$ cat config.mk
export PLATFORM = sky130hd
export DESIGN_NAME = f_cmp_lfsr32
export DESIGN_NICKNAME = d
export VERILOG_FILES = /design/src/rtl/f_cmp_pkg.sv /design/src/rtl/f_cmp_lfsr32.sv
export SDC_FILE = /design/constraint.sdc
export NUM_CORES = 1
export LEC_CHECK = 0
export CELL_PAD_IN_SITES_DETAIL_PLACEMENT = 1
export CELL_PAD_IN_SITES_GLOBAL_PLACEMENT = 1
export CORE_UTILIZATION = 35
export CTS_CLUSTER_DIAMETER = 30
export CTS_CLUSTER_SIZE = 16
export DETAILED_ROUTE_END_ITERATION = 12
export PLACE_DENSITY_LB_ADDON = 0.1
export SLEW_MARGIN = 15
export SYNTH_ARGS = -nofsm -noshare
export SYNTH_HDL_FRONTEND = slang
export SYNTH_SLANG_ARGS = --single-unit
$ cat constraint.sdc
create_clock -name clk -period 1.2 [get_ports clk]
set_clock_uncertainty 0.05 [all_clocks]
set_input_delay 0.18 -clock clk [delete_from_list [all_inputs] [get_ports clk]]
set_output_delay 0.18 -clock clk [all_outputs]
set_load 0.02 [all_outputs]
$ cat src/rtl/f_cmp_pkg.sv
// Shared types, constants and helpers for the f_comparator on-chip checker.
package f_cmp_pkg;

    typedef enum logic [2:0] {
        ST_IDLE    = 3'd0,
        ST_DRIVE   = 3'd1,
        ST_COMPARE = 3'd2,
        ST_CHECK   = 3'd3,
        ST_DONE    = 3'd4
    } state_t;

    localparam logic [31:0] LFSR_MASK = 32'h8020_0003;

    localparam int unsigned SIGN_BIT = 31;
    localparam int unsigned EXP_MSB  = 30;
    localparam int unsigned EXP_LSB  = 23;
    localparam int unsigned MAN_MSB  = 22;
    localparam logic [7:0]  EXP_ALL1 = 8'hFF;

    localparam int unsigned          BIT_W     = 5;
    localparam logic [BIT_W-1:0]     BIT_START = BIT_W'(EXP_MSB);

    // Exponent all ones with a non-zero mantissa.
    function automatic logic is_nan(input logic [31:0] f);
        return (f[EXP_MSB:EXP_LSB] == EXP_ALL1) && (f[MAN_MSB:0] != '0);
    endfunction

    // Magnitude zero, either sign.
    function automatic logic is_zero(input logic [31:0] f);
        return (f[EXP_MSB:0] == '0);
    endfunction

    // One Galois step, shifting right, taps from LFSR_MASK.
    function automatic logic [31:0] lfsr_next(input logic [31:0] s);
        return (s >> 1) ^ (s[0] ? LFSR_MASK : 32'h0);
    endfunction

endpackage

$ cat src/rtl/f_cmp_lfsr32.sv
// 32-bit Galois LFSR operand source; load takes priority over step.
module f_cmp_lfsr32
    import f_cmp_pkg::*;
#(
    parameter logic [31:0] SEED = 32'h0000_0001
) (
    input  logic        clk,
    input  logic        rst,
    input  logic        load,
    input  logic        step,
    output logic [31:0] q
);

    // Seed on reset or load, otherwise advance one step when asked.
    always_ff @(posedge clk) begin
        if (rst || load) begin
            q <= SEED;
        end else if (step) begin
            q <= lfsr_next(q);
        end
    end

endmodule

==> results.json, run 1 <==
{
  "final_cell_mix": "nor2_1 (31), dfxtp_1 (31), mux2i_1 (29), buf_2 (27), buf_4 (22)",
  "cts.clk_slew.worst_paths_ps": 100,
  "placed_cells": 203,
  "finalSetupViolations": 0,
  "io_buffers": 35,
  "drt_iter0_drc": 26,
  "post-dp-hpwl_um": 1830,
  "finalHoldViolCount": 0,
  "grt_max_degree": 20,
  "tightest_slew_ps": 186,
  "critPathMaxFanout": 2,
  "p_switching_mw": 0.412,
  "drt_pass1_iterations": 3,
  "critical_path_arrival_ps": 920,
  "rows": 20,
  "route.detailed.drc": 0,
  "antenna_found_initial": 0,
  "hp-class": "input pin to flip-flop",
  "ys_seq_area_share_pct": 53.6,
  "synth_top_cell_area_share_pct": 53.6,
  "fmax_mhz": 870,
  "diodes": 0,
  "die-area_um2": 3660,
  "endpoint_kind": "primary output",
  "crit_family": "flip-flops",
  "routedWlPerCell_um": 12.2,
  "synth-seq-cells": 32,
  "leakage_nw": 0.815,
  "crit_path_cell_trace": "clkdlybuf4s15_2",
  "cp-start-kind": "flip-flop",
  "p_seq_share_pct": 58.7,
  "power.share.clock_pct": 34.5,
  "synthDistinctLibCells": 12,
  "cap_violations": 0,
  "crit_slowest_cell": "dfxtp_1",
  "worstSetupPathType": "flip-flop to primary output",
  "p_int_mw": 1.42,
  "clock-root-buffer": "clkbuf_4",
  "via_count": 936,
  "power_density_nw_per_um2": 1110,
  "grt_pass1_vias": 905,
  "maxSlewViolCount": 0,
  "wirelength_um": 2570,
  "gr-usage-met3_pct": 5.76,
  "slew-limit-headroom_pct": 87.2,
  "gp_congestion": 0.645,
  "grt_usage_pct": 15.9,
  "rsz0062_at_grt": "no",
  "insertion_delay_ps": 320,
  "final_layout_size_suffix_gt1_share_pct": 38.9,
  "path_buf_inv": 1,
  "grtUsageMet2_pct": 25.6,
  "syn_area_um2": 1200,
  "synth_cells": 108,
  "fp.dieH_um": 60.5,
  "largest-register": "q",
  "worst_path_largest_cell_delay_ps": 340,
  "core_area_um2": 3150,
  "htreeDepth": 2,
  "status": "finished clean",
  "vias_per_cell": 4.44,
  "globalRouteMet1Util_pct": 19.1,
  "reg.largest.list": "q: 32 flops",
  "ys_warn_count": 0,
  "grt-busiest-layer": "met2",
  "cts_sinks": 32,
  "grt_first_pass_wirelength_um": 4130,
  "yosysTopAreaCell": "dfxtp_1",
  "finalSetupTns_ps": 0,
  "start_util_pct": 37.9,
  "syn_avg_cell_area_um2": 11.1,
  "period_share_pct": 95.7,
  "combPwrFrac_pct": 6.9,
  "ir_worst_vdd_uv": 737,
  "drtAntennaViolNets": 0,
  "fin_crit_ps": 1150,
  "max-clock-path-buffers": 2,
  "multi_input_area_um2": 469,
  "ctsHoldBuffers": 0,
  "syn-num-nets": 112,
  "seq_area_um2": 642,
  "whs_ps": 247,
  "area_growth_pct": 37.7,
  "finalNetCount": 170,
  "fp.dieW_um": 60.5,
  "io-pin-count": 36,
  "overflow": 0,
  "cts_tree": "yes",
  "largest_reg_flops": 32,
  "cts_buffers": 5,
  "critPathRequiredTime_ps": 970,
  "synthTopCellsByArea": "dfxtp_1 (54%), mux2i_1 (24%), nor2_1 (9.7%)",
  "power_mw": 1.83,
  "num-fill-cells": 386,
  "final_cells": 211,
  "swShare_pct": 22.5
}
==> metrics by stage <==
step	util, %	setup WS (ps)	area, um2
3_3_place_gp	54.4	-94.1	1720
2_1_floorplan	-	242	1200
3_5_place_dp	54.4	-137	1720
6_report	52.2	51.2	1650
5_1_grt	52.2	2.19	1650
4_1_cts	55.6	0.0701	1750
==> power groups by stage <==
stage | clock network, mW | registers (mW) | logic [mW]
6_report | 0.630 | 1.07 | 0.126
5_1_grt | 0.710 | 1.07 | 0.134
4_1_cts | 0.660 | 1.07 | 0.129
3_5_place_dp | 0 | 1.10 | 0.132
3_3_place_gp | 0 | 1.10 | 0.131
2_1_floorplan | 0 | 1.11 | 0.0905
==> cells in the mapped netlist <==
cell and number:
buf_4 1, a211oi_2 1, mux2i_1 29, o21bai_1 1, a21oi_1 1, nor2_1 31, buf_6 7, xnor2_1 2
or2_1 1, a211oi_1 1, dfxtp_1 32, and3_1 1
==> routing by layer <==
layer  part of all wire (%)  up-vias  routed length (um)
met1                     46      435                1180
met4                    1.4        0                  37
met2                     48       23                1230
li1                       -      473                   -
met3                    4.8        5                 124
met5                      0        -                   0
==> cell families after synthesis <==
group	Yosys count	synth area share, %
muxes	29	24.3
buffers and inverters	8	7.22
xor gates and xnor gates	2	1.46
and+or+nand+nor	33	10.8
DFF	32	53.6
AOI/OAI and AO/OA	4	2.72
==> what timing repair did <==
item                       4_1_cts  5_1_grt
buffers inserted                 0        0
gates resized for setup        106       17
setup endpoints to repair       32       17
==> path summary, 6_finish.rpt <==
kind / start / to / slack, ps / cells after the start
worst min-delay path: step / q[21] / 250 / 3
worst max-delay path: q[11] / q[11] / 50 / 1
worst min register to register: q[15] / q[15] / 470 / 2
worst max register to register: q[0] / q[1] / 230 / 3
==> cell type report <==
class	count	area share (%)
clock buffers	8	3.57
multi-input cells	68	28.5
repair buffers	59	25.6
flip-flops and latches	32	39.0
well taps	44	3.34
(Power assumes the default switching activity.)
==> inputs of run 2 (changes only) <==
--- a/config.mk
+++ b/config.mk
@@ -7,11 +7,12 @@
 export LEC_CHECK = 0
 export CELL_PAD_IN_SITES_DETAIL_PLACEMENT = 1
 export CELL_PAD_IN_SITES_GLOBAL_PLACEMENT = 1
-export CORE_UTILIZATION = 35
+export CORE_UTILIZATION = 28
 export CTS_CLUSTER_DIAMETER = 30
 export CTS_CLUSTER_SIZE = 16
 export DETAILED_ROUTE_END_ITERATION = 12
 export PLACE_DENSITY_LB_ADDON = 0.1
+export SETUP_SLACK_MARGIN = 0.02
 export SLEW_MARGIN = 15
 export SYNTH_ARGS = -nofsm -noshare
 export SYNTH_HDL_FRONTEND = slang
==> run 2 against run 1 <==
Sequential power hardly changed. Combinational power is 3% higher. Wire length is 2.9% higher. Die area is 24% higher. Critical endpoint is now q[17]. Critical path type unchanged. Non-clock buffer count is 6 higher. Clock-buffer cell count is 1 lower. First-iteration DRC count is 27% higher. Flip-flop and latch count stayed put.
==> results.json, run 2 (synthesis gave the netlist of run 1 again) <==
{
  "reg.largest.list": "q: 32 flops",
  "critical_path_arrival_ps": 910,
  "route.detailed.drc": 0,
  "via_count": 992,
  "hold_path_depth": 3,
  "drt_iter0_drc": 33,
  "swShare_pct": 20.7,
  "die-area_um2": 4540,
  "grt_usage_pct": 13.7,
  "worst_path_largest_cell_delay_ps": 330,
  "gp_congestion": 0.672,
  "p_seq_share_pct": 51.9,
  "core_area_um2": 4060,
  "combPwrFrac_pct": 6.3,
  "crit_path_cell_trace": "clkdlybuf4s15_1",
  "power_mw": 2.07,
  "rows": 23,
  "overflow": 0,
  "final_layout_size_suffix_gt1_share_pct": 37.2,
  "cts_sinks": 32,
  "power_density_nw_per_um2": 1170,
  "hold_end": "q[21]",
  "fin_crit_ps": 1140,
  "slew-limit-headroom_pct": 84.3,
  "crit_family": "flip-flops",
  "routedWlPerCell_um": 11.9,
  "drt_pass1_iterations": 2,
  "finalHoldViolCount": 0,
  "insertion_delay_ps": 270,
  "post-dp-hpwl_um": 1900,
  "antenna_found_initial": 0,
  "cts.clk_slew.worst_paths_ps": 60,
  "rsz0062_at_grt": "no",
  "endpoint_kind": "primary output",
  "hp-class": "input pin to flip-flop",
  "critPathLaunch": "q[17]",
  "reg2reg_to": "q[1]",
  "cts_buffers": 5,
  "grt_max_degree": 36,
  "post-cts-setup-buffer-count": 0,
  "reg2reg_slack_ps": 270,
  "tightest_slew_ps": 236,
  "cp-start-kind": "flip-flop",
  "htreeDepth": 2,
  "grt_pass1_vias": 1044,
  "path_buf_inv": 1,
  "finalSetupTns_ps": 0,
  "reg2regPathDepth": 3,
  "vias_per_cell": 4.47,
  "start_util_pct": 29.5,
  "grt_first_pass_wirelength_um": 4520,
  "final_cell_mix": "dfxtp_1 (32), nor2_1 (31), mux2i_1 (29), buf_4 (29), clkbuf_2 (16)",
  "leakage_nw": 0.841,
  "p_switching_mw": 0.428,
  "reg2reg_from": "q[0]",
  "clock-root-buffer": "clkbuf_8",
  "io_buffers": 35,
  "cts_tree": "yes",
  "hold_path.startpoint": "step",
  "largest-register": "q",
  "critPathRequiredTime_ps": 970,
  "fp.dieW_um": 67.4,
  "finalSetupViolations": 0,
  "drtAntennaViolNets": 0,
  "area_growth_pct": 48.0,
  "critPathMaxFanout": 2,
  "wirelength_um": 2650,
  "largest_reg_flops": 32,
  "cap_violations": 0,
  "crit_slowest_cell": "dfxtp_1",
  "p_int_mw": 1.64,
  "status": "finished clean",
  "maxSlewViolCount": 0,
  "max-clock-path-buffers": 2,
  "diodes": 0,
  "worstSetupPathType": "flip-flop to primary output",
  "finalNetCount": 176,
  "period_share_pct": 95.3,
  "power.share.clock_pct": 41.8,
  "fmax_mhz": 875,
  "final_common_cell": "dfxtp_1",
  "fp.dieH_um": 67.4,
  "io-pin-count": 36,
  "ir_worst_vdd_uv": 414
}
## run 2: routing by layer
layer	global-route usage (%)	vias to the layer above	share of wire, %
met5	0	-	0
met4	5.59	0	2.0
met3	6.08	8	7.0
met2	22.5	26	48
met1	15.3	474	43
li1	-	484	-
## run 2: worst max-delay path by stage
stage                  to  slack [ps]  depth (start not counted)
finish              q[17]          60                          1
CTS                 q[13]          20                          1
floorplan           q[21]         240                          2
global route        q[17]          20                          1
detailed placement   q[6]        -130                          4
global placement    q[12]        -100                          4
## run 2: cell type report
cell class                      count  area (um2)
Tap cell                           50        62.6
Clock buffer                        7        96.3
Timing Repair Buffer               65         502
Sequential cell                    32         641
Multi-Input combinational cell     68         469
Fill cell                         476        2290
## run 2: power by group through the flow
stage | clock network [mW] | logic, mW | registers [mW]
finish | 0.865 | 0.130 | 1.07
global route | 0.957 | 0.140 | 1.07
CTS | 0.911 | 0.133 | 1.07
detailed placement | 0 | 0.136 | 1.10
global placement | 0 | 0.133 | 1.10
floorplan | 0 | 0.0905 | 1.11
## run 2: timing repair
action                                  in CTS  in global routing
gates resized for setup                     61                 30
endpoints found under the setup margin      32                 22
hold buffers                                 0                  0
## run 2: stage by stage
| stage | area, um2 | utilization, % | hold WS (ps) | setup slack, ps | std cells |
|---|---|---|---|---|---|
| detailed placement | 1760 | 43.3 | 478 | -132 | 215 |
| CTS | 1850 | 45.5 | 332 | 20.9 | 222 |
| global route | 1770 | 43.6 | 356 | 20.5 | 222 |
| finish | 1770 | 43.6 | 346 | 56.5 | 222 |
| global placement | 1760 | 43.3 | 459 | -95.6 | 215 |
| floorplan | 1200 | - | 416 | 242 | 108 |
==> inputs of run 3 (changes only) <==
--- a/config.mk
+++ b/config.mk
@@ -12,7 +12,9 @@
 export CTS_CLUSTER_SIZE = 16
 export DETAILED_ROUTE_END_ITERATION = 12
 export PLACE_DENSITY_LB_ADDON = 0.1
+export RECOVER_POWER = 25
 export SETUP_SLACK_MARGIN = 0.02
+export SKIP_CTS_REPAIR_TIMING = 1
 export SLEW_MARGIN = 15
 export SYNTH_ARGS = -nofsm -noshare
 export SYNTH_HDL_FRONTEND = slang
==> run 3 against run 2 <==
Setup slack gained 28 ps. First-iteration DRC count is 3.0% lower. Flip-flop and latch count stayed put. Critical path depth unchanged. Register-to-register slack lost 100 ps. Sequential share of layout area decreased by 2.8 points.
==> results.json, run 3 (synthesis gave the netlist of run 1 again) <==
{
  "power_mw": 2.06,
  "insertion_delay_ps": 270,
  "overflow": 0,
  "ir_worst_vdd_uv": 413,
  "endpoint_kind": "primary output",
  "max-clock-path-buffers": 2,
  "final_cell_mix": "dlymetal6s2s_1 (32), dfxtp_1 (32), nor2_1 (31), mux2i_1 (29), buf_4 (25)",
  "post-dp-hpwl_um": 1900,
  "wirelength_um": 2650,
  "critical_path_arrival_ps": 890,
  "core_area_um2": 4060,
  "grt_max_degree": 36,
  "grt_pass1_vias": 1042,
  "final_layout_size_suffix_gt1_share_pct": 20.9,
  "cts_buffers": 5,
  "largest_reg_flops": 32,
  "crit_slowest_cell": "dfxtp_1",
  "antenna_found_initial": 0,
  "tightest_slew_ps": 251,
  "fin_crit_ps": 1120,
  "finalSetupViolations": 0,
  "fp.dieW_um": 67.4,
  "critPathRequiredTime_ps": 970,
  "finalHoldViolCount": 0,
  "largest-register": "q",
  "status": "finished clean",
  "leakage_nw": 1.37,
  "num-fill-cells": 456,
  "finish.utilization_pct": 47.3,
  "reg.largest.list": "q: 32 flops",
  "cap_violations": 0,
  "vias_per_cell": 4.45,
  "fmax_mhz": 897,
  "cts_sinks": 32,
  "rows": 23,
  "io_buffers": 35,
  "path_buf_inv": 1,
  "cp-start-kind": "flip-flop",
  "drtAntennaViolNets": 0,
  "finalNetCount": 176,
  "rsz0062_at_grt": "no",
  "diodes": 0,
  "routedWlPerCell_um": 11.9,
  "drt_pass1_iterations": 3,
  "cts_tree": "yes",
  "cts.clk_slew.worst_paths_ps": 60,
  "crit_path_cell_trace": "dlymetal6s2s_1",
  "worst_path_largest_cell_delay_ps": 360,
  "gp_congestion": 0.672,
  "maxSlewViolCount": 0,
  "via_count": 987,
  "period_share_pct": 92.9,
  "die-area_um2": 4540,
  "hp-class": "input pin to flip-flop",
  "critPathMaxFanout": 3,
  "clock-root-buffer": "clkbuf_8",
  "area_growth_pct": 60.4,
  "htreeDepth": 2,
  "drt_iter0_drc": 32,
  "grt_first_pass_wirelength_um": 4510,
  "slew-limit-headroom_pct": 83.2,
  "grt_usage_pct": 13.6,
  "io-pin-count": 36,
  "start_util_pct": 29.5,
  "crit_family": "flip-flops",
  "power_density_nw_per_um2": 1080,
  "fp.dieH_um": 67.4,
  "route.detailed.drc": 0,
  "worstSetupPathType": "flip-flop to primary output"
}
-- run 3: changes by cell type in the layout (fill, tap and decap cells not counted) --
| cell | change |
|---|---|
| buf_2 | -2 |
| buf_4 | -4 |
| clkbuf_1 | +3 |
| clkbuf_2 | -15 |
| clkdlybuf4s15_1 | -7 |
| clkdlybuf4s15_2 | -7 |
| dlymetal6s2s_1 | +32 |
-- run 3: cell type report --
type / count / area [um2] / area share [%]
Tap cell: 50 / 62.6 / 3.26
Timing Repair Buffer: 65 / 649 / 33.9
Clock buffer: 7 / 96.3 / 5.02
Multi-Input combinational cell: 68 / 469 / 24.5
Sequential cell: 32 / 641 / 33.4
-- run 3: worst paths after layout --
kind              slack (ps)  depth (start not counted)  endpoint  start
setup / recovery          80                          1      q[4]   q[4]
hold / removal           350                          3     q[21]   step
setup reg to reg         170                          3      q[1]   q[0]
hold reg to reg          480                          2      q[5]   q[6]
-- run 3: metal layers --
layer	track usage, %	part of all wire [%]	routed length (um)
met5	0	0	0
met4	5.59	2.0	53
met3	6.08	7.7	205
met2	22.5	48	1270
met1	15.2	42	1120
-- run 3: metrics by stage --
step | setup TNS (ps) | instance area (um2) | setup WS, ps | instances | hold slack, ps
final | 0 | 1920 | 84.8 | 222 | 355
after global routing | 0 | 1920 | 38.1 | 222 | 365
after CTS | -8560 | 1850 | -315 | 222 | 332
after detailed placement | -3260 | 1760 | -132 | 215 | 478
after global placement | -2510 | 1760 | -95.6 | 215 | 459
after floorplan | 0 | 1200 | 242 | 108 | 416
-- run 3: power breakdown --
group / total (mW) / leakage [nW] / switching (mW) / internal, mW
clock: 0.863 / 0.0503 / 0.353 / 0.510
combinational: 0.127 / 1.06 / 0.0675 / 0.0598
sequential: 1.07 / 0.258 / 0.00421 / 1.07
